### config.mk
export PLATFORM = sky130hd
export DESIGN_NAME = ram_seq_ctrl
export DESIGN_NICKNAME = d
export VERILOG_FILES = /design/src/rtl/ram_seq_ctrl.sv
export SDC_FILE = /design/constraint.sdc
export NUM_CORES = 1
export LEC_CHECK = 0
export CORE_MARGIN = 2
export CORE_UTILIZATION = 44
export CTS_BUF_LIST = sky130_fd_sc_hd__clkbuf_8 sky130_fd_sc_hd__clkbuf_16
export DETAILED_ROUTE_END_ITERATION = 12
export PLACE_DENSITY = 0.72
export SYNTH_ARGS = -nofsm -noshare
export SYNTH_HDL_FRONTEND = slang
export SYNTH_SLANG_ARGS = --single-unit
### constraint.sdc
create_clock -name clock -period 1.4 [get_ports clock]
set_input_delay 0.28 -clock clock [delete_from_list [all_inputs] [get_ports clock]]
set_output_delay 0.28 -clock clock [all_outputs]
set_load 0.1 [all_outputs]
### src/rtl/ram_seq_ctrl.sv
// rtl/ram_seq_ctrl.sv - command sequencer driving a 32x4 RAM: single writes, block fills, pipelined scans/verifies
module ram_seq_ctrl #(
  parameter int ADDR_W = 5,
  parameter int DATA_W = 4,
  parameter int RD_LAT = 1
) (
  input  logic              clock,
  input  logic              reset,
  input  logic              start,
  input  logic [1:0]        op,
  input  logic [ADDR_W-1:0] base_addr,
  input  logic [ADDR_W:0]   count,
  input  logic [DATA_W-1:0] pattern,
  input  logic              incr,
  output logic              busy,
  output logic              done,
  output logic [ADDR_W-1:0] ram_address,
  output logic [DATA_W-1:0] ram_data,
  output logic              ram_wren,
  input  logic [DATA_W-1:0] ram_q,
  output logic              rd_valid,
  output logic [ADDR_W-1:0] rd_addr,
  output logic [DATA_W-1:0] rd_data,
  output logic [5:0]        err_count
);

  typedef enum logic [2:0] {
    S_IDLE,
    S_WRITE,
    S_FILL,
    S_ISSUE,
    S_DRAIN,
    S_FINISH
  } state_t;

  state_t state, state_n;

  logic [ADDR_W-1:0] addr_r;
  logic [DATA_W-1:0] word_r;
  logic [ADDR_W:0]   remain_r;
  logic              incr_r;
  logic              verify_r;
  logic              last;

  // One tag per issued read, aligned with the RAM read latency
  logic [RD_LAT-1:0] tag_valid;
  logic [ADDR_W-1:0] tag_addr [RD_LAT];
  logic [DATA_W-1:0] tag_exp  [RD_LAT];

  assign last        = (remain_r == {{ADDR_W{1'b0}}, 1'b1});
  assign ram_address = addr_r;
  assign ram_data    = word_r;
  assign ram_wren    = (state == S_WRITE) || (state == S_FILL);
  assign busy        = (state == S_WRITE) || (state == S_FILL) ||
                       (state == S_ISSUE) || (state == S_DRAIN);
  assign done        = (state == S_FINISH);

  always_ff @(posedge clock) begin
    if (reset) begin
      state <= S_IDLE;
    end else begin
      state <= state_n;
    end
  end

  always_comb begin
    state_n = state;
    case (state)
      S_IDLE: begin
        if (start) begin
          case (op)
            2'b00:   state_n = S_WRITE;
            2'b01:   state_n = S_FILL;
            default: state_n = S_ISSUE;
          endcase
        end
      end
      S_WRITE:  state_n = S_FINISH;
      S_FILL:   if (last) state_n = S_FINISH;
      S_ISSUE:  if (last) state_n = S_DRAIN;
      S_DRAIN:  if (tag_valid == '0) state_n = S_FINISH;
      S_FINISH: state_n = S_IDLE;
      default:  state_n = S_IDLE;
    endcase
  end

  always_ff @(posedge clock) begin
    if (reset) begin
      addr_r    <= '0;
      word_r    <= '0;
      remain_r  <= '0;
      incr_r    <= 1'b0;
      verify_r  <= 1'b0;
      tag_valid <= '0;
      for (int i = 0; i < RD_LAT; i++) begin
        tag_addr[i] <= '0;
        tag_exp[i]  <= '0;
      end
      rd_valid  <= 1'b0;
      rd_addr   <= '0;
      rd_data   <= '0;
      err_count <= '0;
    end else begin
      if ((state == S_FILL || state == S_ISSUE) && !last) begin
        addr_r   <= addr_r + 1'b1;
        word_r   <= word_r + {{(DATA_W-1){1'b0}}, incr_r};
        remain_r <= remain_r - 1'b1;
      end

      tag_valid[0] <= (state == S_ISSUE);
      tag_addr[0]  <= addr_r;
      tag_exp[0]   <= word_r;
      for (int i = 1; i < RD_LAT; i++) begin
        tag_valid[i] <= tag_valid[i-1];
        tag_addr[i]  <= tag_addr[i-1];
        tag_exp[i]   <= tag_exp[i-1];
      end

      rd_valid <= tag_valid[RD_LAT-1];
      if (tag_valid[RD_LAT-1]) begin
        rd_addr <= tag_addr[RD_LAT-1];
        rd_data <= ram_q;
        if (verify_r && (ram_q != tag_exp[RD_LAT-1])) begin
          err_count <= err_count + 1'b1;
        end
      end

      if (state == S_IDLE && start) begin
        addr_r    <= base_addr;
        word_r    <= pattern;
        incr_r    <= incr;
        verify_r  <= (op == 2'b11);
        remain_r  <= (count == '0) ? {1'b1, {ADDR_W{1'b0}}} : count;
        err_count <= '0;
      end
    end
  end

endmodule

## After elaboration in Yosys (flattened, before gate mapping)

Memory sizes are Yosys's and may differ from the RTL's. A register that Yosys moved wholly into a read port is not among the register bits.
Index checks and enable logic that the tools add are counted.

| operators by class | value |
|---|---|
| add/subtract/negate cells | 4 |
| eq/ne operators | 13 |
| mux-type cells | 20 |
| reductions and logical operators | 17 |

Operators by type and width:

| operator | number |
|---|---|
| $mux W6 | 3 |
| $mux W5 | 3 |
| $pmux W3 S5 | 1 |
| $mux W3 | 4 |
| $mux W4 | 3 |
| $ne A2 B2 Y1 const B | 4 |
| $add A6 B1 Y6 const B | 1 |
| $eq A3 B2 Y1 const B | 2 |
| $eq A3 B3 Y1 const B | 2 |
| $eq A6 B1 Y1 const B | 1 |
| $logic_not A6 Y1 | 1 |
| $sub A6 B1 Y6 const B | 1 |
| $add A5 B1 Y5 const B | 1 |
| $mux W1 | 5 |
| $reduce_or A5 Y1 | 1 |
| $add A4 B1 Y4 | 1 |
| $logic_or A1 B1 Y1 | 4 |
| $ne A4 B4 Y1 | 1 |
| $pmux W2 S2 | 1 |
| $reduce_and A4 Y1 | 1 |
| $reduce_or A4 Y1 | 1 |
| $eq A3 B1 Y1 const B | 1 |
| $logic_and A1 B1 Y1 | 3 |
| $logic_not A3 Y1 | 1 |
| 7 further kinds | 7 |

| storage, ports and cells | value |
|---|---|
| register bits after elaboration | 32 |
| memory bits (writable) | 9 |
| output and inout bits | 28 |
| logic and storage cells | 66 |
| memories | 2 |

Memories:

| memory | words | width | rd ports | clocked after Yosys merged registers in | wr ports | line | source |
|---|---|---|---|---|---|---|---|
| tag_addr | 1 | 5 | 1 | 1 | 1 | 47 | `logic [ADDR_W-1:0] tag_addr [RD_LAT];` |
| tag_exp | 1 | 4 | 1 | 0 | 1 | 48 | `logic [DATA_W-1:0] tag_exp [RD_LAT];` |

## Depth between registers and ports, before layout

| logic depth | value |
|---|---|
| word-level depth | 5 |
| gate-level depth with buffers | 7 |

## Worst setup path before layout

Ideal clock, no wire load.

| timing | value |
|---|---|
| path type | register to output |
| start point | register state[1] |
| end point | output port busy |
| data arrival time | 2.067 ns |
| data required time | 1.120 ns |
| setup slack | -0.947 ns |
| cell stages (with the launch flop) | 3 |
| path through | dfxtp_1 -> nor2_1 -> xnor2_1 |

| on the way | value |
|---|---|
| longest elaborated chain between the ends | 4 |
| elaborated cells on any way between the ends | 7 |

Ends and longest elaborated chain:

| element | line | source |
|---|---|---|
| start, declared | 36 | `state_t state, state_n;` |
| start signal, assigned | 62 | `state <= state_n;` |
| $eq A3 B1 Y1 / $eq A3 B2 Y1 (equally long branches) | 54 | `assign busy = (state == S_WRITE) \|\| (state == S_FILL) \|\|` |
| $logic_or A1 B1 Y1 (2 in a row) | 54 |  |
| $logic_or A1 B1 Y1 * | 55 | `(state == S_ISSUE) \|\| (state == S_DRAIN);` |
| end, declared | 15 | `output logic busy,` |

Mark *: on every way between the ends. The rest lies on a longest branch, timed or not.

## Final worst setup path

| timing | value |
|---|---|
| start point | register state[0] |
| end point | output port busy |

Same word-level chain as after synthesis.

==> flow_metrics.env <==
export IMPL_diodes=0
export IMPL_numCtsBuffers=5
export IMPL_number_of_antenna_violations_at_the_first_check_in_global_routing=0
export IMPL_cts_root_buf="clkbuf_8"
export IMPL_fin_worst_skew_ns=0.006169
export IMPL_clkTransAtPathRegs_ns=0.09
export IMPL_top_reg_cell_synth="dfxtp_1"
export IMPL_fill_cells=308
export IMPL_detail_route_wl_per_cell_um=14.22
export IMPL_synth_lib_cells_used_distinct=44
export IMPL_required_arrival_time_at_the_worst_endpoint_ns=1.12
export IMPL_post_route_min_period_ns=1.595
export IMPL_worst_slew_margin_rel_pct=78.15
export IMPL_hold_path_class="primary input to flip-flop"
export IMPL_route_detailed_drc=0
export IMPL_register_area_um2=949.7
export IMPL_layout_nets=342
export IMPL_period_share_pct=113.9
export IMPL_syn_avg_cell_area_um2=9.576
export IMPL_initial_standard_cell_utilization_of_the_core_pct=45.62
export IMPL_synth_yosys_warnings=0
export IMPL_most_used_cells_in_the_layout_excluding_fill_and_tap_cells="buf_12 (31), dfxtp_1 (29), buf_4 (28)"
export IMPL_tritoncts="built"
export IMPL_insertion_delay_ns=0.30
export IMPL_drt_first_pass_iters=4
export IMPL_die_outline_height_um=73.98
export IMPL_max_slew_worst_pin_slew_ns=0.3252
export IMPL_place_detailed_instances=361
export IMPL_route_final_wire_length_um=5388
export IMPL_total_power_uw=8158
export IMPL_final_hold_worst_slack_ns=0.3996
export IMPL_fin_area_mm2=0.003640
export IMPL_arrival_ns=1.32
export IMPL_maxSlewViolCount=0
export IMPL_drt_initial_drc_count=92
export IMPL_vias=1943
export IMPL_syn_instance_count=225
export IMPL_detail_route_antenna_nets=0
export IMPL_drive_above_1_share_pct=41.67
export IMPL_synth_net_count=256
export IMPL_place_detailed_hpwl_um=3747
export IMPL_max_vdd_ir_drop_uv=1268
export IMPL_die_area_mm2=0.005472
export IMPL_multi_input_gate_area_mm2=0.001276
export IMPL_final_setup_worst_slack_ns=-0.1952
export IMPL_violations="negative setup slack"
export IMPL_min_to="rd_data[1]"
export IMPL_critPathMaxFanout=8
export IMPL_grtUsageTotal_pct=19.44
export IMPL_leakagePower_uw=0.001421
export IMPL_stdcell_count=379
export IMPL_numClockSinks=46
export IMPL_maxCapViolCount=0
export IMPL_grt_pass1_vias=1864
export IMPL_timing_rr_end="ram_address[1]"
export IMPL_routed_via_density=5.127
export IMPL_reg2reg_depth=6
export IMPL_cp_end_kind="output port"
export IMPL_hold_viol=0
export IMPL_ys_seq_elements=46
export IMPL_largest_net_degree_at_the_start_of_global_routing=31
export IMPL_rows=25
export IMPL_io_buffers=52
export IMPL_pin_count=53
export IMPL_synth_yosys_seq_area_share_pct=42.74
export IMPL_reg2reg_slack_ns=-0.15
export IMPL_overflow=0
export IMPL_timing_rr_start="state[2]"
export IMPL_dieWidth_um=73.98
export IMPL_unrepaired_setup_endpoints_after_global_routing="yes"
export IMPL_area_growth_pct=68.93
export IMPL_worst_setup_path_start_kind="flip-flop"
export IMPL_final_common_cell="buf_12"
export IMPL_grt_pass1_wl_um=8204
export IMPL_placeableCoreArea_mm2=0.004723
export IMPL_crit_start="state[0]"
export IMPL_cts_htree_levels=2
export IMPL_routabilityCongestion=0.8610
export IMPL_post_dp_cell_area_mm2=0.003277
export IMPL_setup_viol=19
export IMPL_async_flop_share_pct=0
export IMPL_run_status="finished, violations left"
export IMPL_power_per_cell_area_mw_per_mm2=2241
export IMPL_fmax_ghz=0.6269
export IMPL_holdPathStages=3
export IMPL_hold_path_startpoint="ram_q[1]"
export IMPL_worst_setup_path_type="flip-flop to output port"
export IMPL_netlist_area_mm2=0.002155
export IMPL_count_of_flip_flops_with_a_built_in_enable_after_synthesis=0
export IMPL_cts_max_path_buffers=2
-- layout make-up --
class	instances	area share, %
inverter	5	0.5156
timing repair buffer	94	33.07
clock inverter	2	0.3781
multi-input combinational	159	35.06
tap	67	2.303
sequential	46	26.09
clock buffer	6	2.578
-- power by group --
group	switching, µW	leakage, µW	internal, µW
Sequential	353	0.000383	1670
Combinational	2830	0.000981	2370
Clock	466	0.0000567	464
Total	3650	0.00142	4510
-- metal layers --
layer  part of all wire [%]  global-route usage [%]  vias to the layer above  wire (µm)
met5                      0                       0                        -          0
met4                   0.58                   4.242                        0         31
met3                    3.5                   4.607                        4        191
met2                     51                   33.33                       47       2724
met1                     45                   25.02                      923       2440
li1                       -                       -                      969          -
-- timing repair --
item,in CTS,in global routing
gates resized for setup,21,25
setup endpoints to repair,24,28
endpoints found under the hold margin,0,0
gates cloned,0,1
hold buffers,0,0
pin swaps,8,8
buffers inserted,7,3
-- worst max-delay path by stage --
stage	endpoint	slack, ns	cells after the start
finish	busy	-0.20	5
global route	busy	-0.23	5
CTS	busy	-0.19	5
detailed placement	remain_r[0]	-0.48	5
global placement	remain_r[1]	-0.45	5
floorplan	remain_r[5]	-0.12	6
-- cell families after synthesis --
kind of cell	count (synthesis)	synth area share, %
AND/OR/NAND/NOR	89	22.01
flip-flops	46	42.74
AO/OA/AOI/OAI	38	14.69
buffers and inverters	20	5.633
multiplexers	15	6.968
XOR/XNOR	11	4.472
adder cells (fa/ha/maj)	6	3.484
-- Yosys cell counts (3+ instances only) --
cell      count  area (µm²)
dfxtp_1      46       920.9
and3_1        8       50.05
inv_1         5       18.77
buf_2         4       20.02
clkbuf_1      4       15.01
a21oi_1       5       25.02
nor3_1       11       55.05
buf_6         5       56.30
nor2_1       23       86.33
a211oi_2      4       50.05
xnor2_1       9       78.83
a211oi_1     10       75.07
ha_1          6       75.07
o21ai_1       3       15.01
nor4_1        4       25.02
nand2_1      10       37.54
mux2i_1      15       150.1
nor2b_1      13       81.33
nand3_1       6       30.03
-- flip-flops by register name, indices dropped and copies added (netlist names) --
name         count
err_count        6
remain_r         6
ram_address      5
rd_addr          5
tag_addr         5
ram_data         4
rd_data          4
tag_exp          4
state            3
incr_r           1
rd_valid         1
tag_valid        1
verify_r         1
-- worst max-delay path, stage by stage (launching register included) --
cell and delay, ns:
dfxtp_2 0.34, buf_6 0.13, nor2_4 0.11, buf_6 0.12, xnor2_4 0.12, buf_12 0.19
-- stage by stage --
step	TNS (ns)	utilization (%)	worst slack, ns
3_3_place_gp	-8.444	69.38	-0.4470
5_1_grt	-2.678	77.06	-0.2328
4_1_cts	-1.111	73.51	-0.1908
3_5_place_dp	-8.771	69.38	-0.4752
6_report	-1.614	77.06	-0.1952
2_1_floorplan	-1.471	-	-0.1248
Note: power is estimated with default switching activity, not from simulation.
